--- config.mk ---
export PLATFORM = sky130hd
export DESIGN_NAME = div_unit
export DESIGN_NICKNAME = d
export VERILOG_FILES = /design/src/rtl/div_unit_pkg.sv /design/src/rtl/div_unit_divider.sv /design/src/rtl/div_unit.sv
export SDC_FILE = /design/constraint.sdc
export NUM_CORES = 1
export LEC_CHECK = 0
export BUFFER_PORTS_ARGS = -buffer_cell sky130_fd_sc_hd__buf_2
export CORE_MARGIN = 2
export CORE_UTILIZATION = 45
export CTS_BUF_LIST = sky130_fd_sc_hd__clkbuf_4 sky130_fd_sc_hd__clkbuf_8 sky130_fd_sc_hd__clkbuf_16
export DETAILED_ROUTE_END_ITERATION = 16
export GPL_TIMING_DRIVEN = 0
export PLACE_DENSITY = 0.68
export SYNTH_ARGS = -nofsm -noshare
export SYNTH_HDL_FRONTEND = slang
export SYNTH_SLANG_ARGS = --single-unit
--- constraint.sdc ---
create_clock -name clk -period 4.1 [get_ports clk]
set_clock_uncertainty 0.05 [all_clocks]
set_input_delay 0 -clock clk [delete_from_list [all_inputs] [get_ports clk]]
set_output_delay 0 -clock clk [all_outputs]
set_load 0.01 [all_outputs]
--- src/rtl/div_unit_pkg.sv ---
// Shared word types and RV64M divide opcode decode for the divide front-end.
package common;
   typedef logic [63:0]  u64;
   typedef logic [127:0] u128;
endpackage

package pipes;
   typedef enum logic [2:0] {DIV, DIVU, REM, REMU, DIVW, DIVUW, REMW, REMUW} div_op_t;
   typedef enum logic [1:0] {IDLE, CALC, FIX} div_state_t;

   function automatic logic is_word(div_op_t op);
      return op inside {DIVW, DIVUW, REMW, REMUW};
   endfunction

   function automatic logic is_signed(div_op_t op);
      return op inside {DIV, REM, DIVW, REMW};
   endfunction

   function automatic logic is_rem(div_op_t op);
      return op inside {REM, REMU, REMW, REMUW};
   endfunction
endpackage

--- src/rtl/div_unit_divider.sv ---
// 64-bit unsigned restoring divider: loads on valid, done pulses 65 cycles later with c = {rem, quot}.
// c holds while valid stays high; dropping valid clears the core on the next edge.
module divider (
   input  logic         clk,
   input  logic         resetn,
   input  logic         valid,
   input  logic [63:0]  a,
   input  logic [63:0]  b,
   output logic         done,
   output logic [127:0] c
);
   logic [63:0] r, q;
   logic [5:0]  cnt;
   logic        run, held;
   logic [64:0] trial, diff;

   assign trial = {r, q[63]};
   assign diff  = trial - {1'b0, b};
   assign c     = {r, q};

   always_ff @(posedge clk or negedge resetn) begin
      if (!resetn) begin
         r <= '0; q <= '0; cnt <= '0; run <= 1'b0; held <= 1'b0; done <= 1'b0;
      end else if (!valid) begin
         r <= '0; q <= '0; cnt <= '0; run <= 1'b0; held <= 1'b0; done <= 1'b0;
      end else if (!run && !held) begin
         r   <= '0;
         q   <= a;
         cnt <= '0;
         run <= 1'b1;
      end else if (run) begin
         // r < b always, so a non-negative difference fits back into 64 bits
         r   <= diff[64] ? trial[63:0] : diff[63:0];
         q   <= {q[62:0], ~diff[64]};
         cnt <= cnt + 6'd1;
         if (cnt == 6'd63) begin
            run  <= 1'b0;
            held <= 1'b1;
            done <= 1'b1;
         end
      end else begin
         done <= 1'b0;
      end
   end
endmodule

--- src/rtl/div_unit.sv ---
// RV64M DIV/REM front-end: sign/word prep, unsigned core, sign/word fix; done 68 cycles after start (2 for b==0).
// Pipeline stalls on busy; start is ignored while busy and flush aborts without done.
module div_unit
   import common::*;
   import pipes::*;
#(
   parameter int XLEN = 64
) (
   input  logic            clk,
   input  logic            resetn,
   input  logic            start,
   input  div_op_t         op,
   input  logic [XLEN-1:0] a,
   input  logic [XLEN-1:0] b,
   input  logic            flush,
   output logic            busy,
   output logic            done,
   output logic [XLEN-1:0] result
);
   div_state_t state, state_nx;
   div_op_t    op_q;
   u64         ua, ub, dv;
   logic       neg_q, neg_r, zero_q;
   u64         ea, eb, ma, mb;
   logic       sa, sb;
   logic       core_vld, core_done;
   u128        core_c;
   u64         quot, rem, res;

   divider u_core (
      .clk   (clk),
      .resetn(resetn),
      .valid (core_vld),
      .a     (ua),
      .b     (ub),
      .done  (core_done),
      .c     (core_c)
   );

   always_comb begin
      ea = a;
      eb = b;
      if (is_word(op)) begin
         ea = is_signed(op) ? {{32{a[31]}}, a[31:0]} : {32'b0, a[31:0]};
         eb = is_signed(op) ? {{32{b[31]}}, b[31:0]} : {32'b0, b[31:0]};
      end
      sa = is_signed(op) & ea[63];
      sb = is_signed(op) & eb[63];
      ma = sa ? -ea : ea;
      mb = sb ? -eb : eb;
   end

   always_comb begin
      state_nx = state;
      core_vld = 1'b0;
      case (state)
         IDLE: if (start) state_nx = (eb == '0) ? FIX : CALC;
         CALC: begin
            core_vld = 1'b1;
            if (core_done) state_nx = FIX;
         end
         FIX:     state_nx = IDLE;
         default: state_nx = IDLE;
      endcase
      if (flush) begin
         state_nx = IDLE;
         core_vld = 1'b0;
      end
   end

   always_comb begin
      quot = core_c[63:0];
      rem  = core_c[127:64];
      if (zero_q)
         res = is_rem(op_q) ? dv : '1;
      else if (is_rem(op_q))
         res = neg_r ? -rem : rem;
      else
         res = neg_q ? -quot : quot;
      // W results are always sign-extended from bit 31, unsigned W ops included
      if (is_word(op_q)) res = {{32{res[31]}}, res[31:0]};
   end

   assign busy = (state != IDLE);

   always_ff @(posedge clk or negedge resetn) begin
      if (!resetn) begin
         state  <= IDLE;
         done   <= 1'b0;
         result <= '0;
         op_q   <= DIV;
         ua     <= '0;
         ub     <= '0;
         dv     <= '0;
         neg_q  <= 1'b0;
         neg_r  <= 1'b0;
         zero_q <= 1'b0;
      end else begin
         state <= state_nx;
         done  <= (state == FIX) && !flush;
         if ((state == FIX) && !flush) result <= res;
         if ((state == IDLE) && start && !flush) begin
            op_q   <= op;
            ua     <= ma;
            ub     <= mb;
            dv     <= a;
            neg_q  <= sa ^ sb;
            neg_r  <= sa;
            zero_q <= (eb == '0);
         end
      end
   end
endmodule

==> qor.txt <==
Synth top cells by count: nand2_1 (577), dfrtp_1 (400), o21ai_0 (370)
n_diodes: 0
H-tree levels: 2
hpwl dp: 79500 µm
Top Ports: 201
Post-synth top flop: dfrtp_1
pin count of the biggest net entering global routing: 118
count leader, synth: nand2_1
Syn Nets: 3607
Synth top area share: 36.7%
Cells after Synth: 3402
Clk Latency, worst-skew pair: 0.61 ns
Final period util: 104%
P_leak: 15.0 nW
critical path type: reg -> reg
RePlAce Congestion: 1.00
total grt overflow: 0
fraction of registers with async set/reset: 100%
final setup fails: 10
All-Layer GR Usage: 33.5%
nature of the critical path startpoint: flop
CTS max path bufs: 3
Clk pwr share: 34.9%
Data arrival, critical path: 4.75 ns
Synth Register Bits: 400
routed via count: 28300
antenna-violating nets left: 0
Seq pwr share: 37.3%
CTS Buf Count: 47
Max VDD drop: 302 µV
1st-iter DRT viols: 3318
row count: 90
fmax: 235 MHz
vias in the first global route: 26800
# clock sinks: 400
die area: 62600 µm²
total power draw: 0.0127 W
failing checks: negative setup slack
Via density: 6.08
most frequent CP cell: or4_4
TNS Setup: -0.881 ns
RSZ-0062 raised after global routing: true
EDFF count, synth: 0
PnR worst setup slack: -0.157 ns
switch share: 34.2%
crit path max fanout: 5
Syn Area/Cell: 8.02 µm²
crit end category: flop
Core Area: 60100 µm²
CP max stage cell: or4_4
Logic pwr share: 27.8%
Synth cell types: 87
layout cell share with drive strength beyond 1: 11.8%
area grow syn2layout: 21.6%
Tightest Pin Transition: 1.26 ns
P per Cell Area: 383 nW/µm²
Slew headroom: 15.6%
die width: 250 µm
sequential element share of the synthesized area: 36.7%
Slew Limit Fails: 0
wire length per cell: 23.0 µm
die height: 250 µm
placed cell areas: 29300 µm²
Int Pwr: 0.00836 W
drt first pass iters: 8
Hold/Removal Path Class: in -> reg
clk slew on worst S/H paths: 0.06 ns
Synth area leader: dfrtp_1
status: finished, violations left
starting density of the core: 45.4%
fin nets: 4042
first-pass GRT wire length: 162000 µm
initial antenna violation count: 3
TritonCTS clock tree: yes
Ys Warns: 0
fin crit period: 4.26 ns
slowest stage delay, CP: 0.54 ns
largest cells by area after synthesis: dfrtp_1 (37%), nand2_1 (7.9%), o21ai_0 (6.8%)
mapped cell area: 27300 µm²
# DRC: 0
Hold Violations, Final: 0
max_cap viols: 0
crit-path cells: inv_2, ha_4, or3b_4, or4_4, or4_4, or4_4, buf_6, or4_4, o21ai_4, xnor2_2, o22ai_1, or3_4, a21oi_2
Finished Cell Area: 33200 µm²
Port-buffer cells: 199
critical path required time: 4.59 ns
NetSw: 0.00434 W
wirelength, routed: 107000 µm
Root Driver: clkbuf_16
==> kinds of logic (layout without fill, tap and decap cells) <==
family / count (synthesis) / in the layout / share of synthesized area (%)
AOI/OAI and AO/OA: 998 / 998 / 22.2
and+or+nand+nor: 1212 / 1212 / 19.8
buffers and inverters: 317 / 783 / 4.53
adders and majority gates: 70 / 70 / 3.24
DFF: 400 / 400 / 36.7
muxes: 124 / 124 / 4.56
xor gates and xnor gates: 281 / 281 / 9.02
==> power groups by stage <==
stage | sequential (W) | clock, W | combinational [W]
3_3_place_gp | 0.00477 | 0 | 0.00309
6_report | 0.00473 | 0.00444 | 0.00353
2_1_floorplan | 0.00467 | 0 | 0.00209
5_1_grt | 0.00477 | 0.00463 | 0.00385
4_1_cts | 0.00471 | 0.00447 | 0.00336
3_5_place_dp | 0.00478 | 0 | 0.00313
==> worst paths after layout <==
path / startpoint / end / slack [ns] / cells past startpoint
setup / recovery: u_core.q[1] / result[46] / -0.16 / 13
hold / removal: b[63] / ub[42] / 0.08 / 5
setup reg to reg: u_core.q[1] / result[46] / -0.16 / 13
hold reg to reg: result[19] / result[19] / 0.42 / 1
max in group asynchronous: resetn / result[41] / 2.40 / 5
min in group asynchronous: resetn / ub[13] / 0.48 / 4
==> layout make-up <==
type                    instances  area, µm²
fillers                      5629      27000
clock buffers                  66       1390
multi-input cells            2685      16400
flip-flops and latches        400      10000
clock inverters                14        218
inverters                      99        372
repair buffers                390       2910
well taps                     782        978
plain buffers                 214        870
==> flip-flops by register name, indices dropped and copies added, names as in the netlist, 2 cells and up <==
name        flops
dv             63
op_q            2
result         64
state           2
u_core.cnt      6
u_core.q       64
u_core.r       64
ua             64
ub             64
==> stage by stage <==
step                      setup WS [ns]  hold slack, ns  instances  utilization (%)
after detailed placement         -0.700         -0.0802       4386             48.8
final                            -0.157          0.0777       4650             55.2
after floorplan                 -0.0830          -0.346       3402                -
after CTS                        -0.153          0.0463       4635             54.5
after global routing             -0.198           0.103       4650             55.2
after global placement            -5.31           0.208       4383             48.6
==> worst max-delay path, delay by kind of cell (launching register included) <==
| kind | cells | cell delay, ns |
|---|---|---|
| simple gates | 6 | 2.73 |
| buf+inv | 2 | 0.25 |
| xor+xnor | 1 | 0.18 |
| fa+ha+maj | 1 | 0.12 |
| compound gates | 3 | 0.46 |
| flops | 1 | 0.39 |
==> cells in the final DEF, fill, tap and decap left out, types with 40 or more instances in the layout <==
cell and n:
nand2_1 576, dfrtp_1 389, o21ai_0 355, nor2_1 314, a21oi_1 273, buf_2 206, clkbuf_1 179, xnor2_1 156
dlygate4sd3_1 153, mux2i_1 122, xor2_1 120, inv_1 96, ha_1 68, nor3_1 52, o31ai_1 48, clkbuf_16 47
a21o_1 46, or3_1 40
==> what timing repair did <==
| item | 4_1_cts | 5_1_grt |
|---|---|---|
| gates cloned | 0 | 0 |
| setup buffers | 17 | 17 |
| hold buffers | 154 | 0 |
| hold endpoints to repair | 362 | 0 |
| pin swaps | 8 | 24 |
| endpoints found under the setup margin | 95 | 103 |
| resized for setup | 51 | 76 |
==> metal layers <==
metal | track usage, % | vias up | part of all wire, %
li1 | - | 12900 | -
met3 | 4.93 | 310 | 8.8
met1 | 45.6 | 13600 | 41
met4 | 16.3 | 0 | 5.3
met2 | 52.3 | 1466 | 45
met5 | 0 | - | 0
Power figures use the tool's default switching activity.
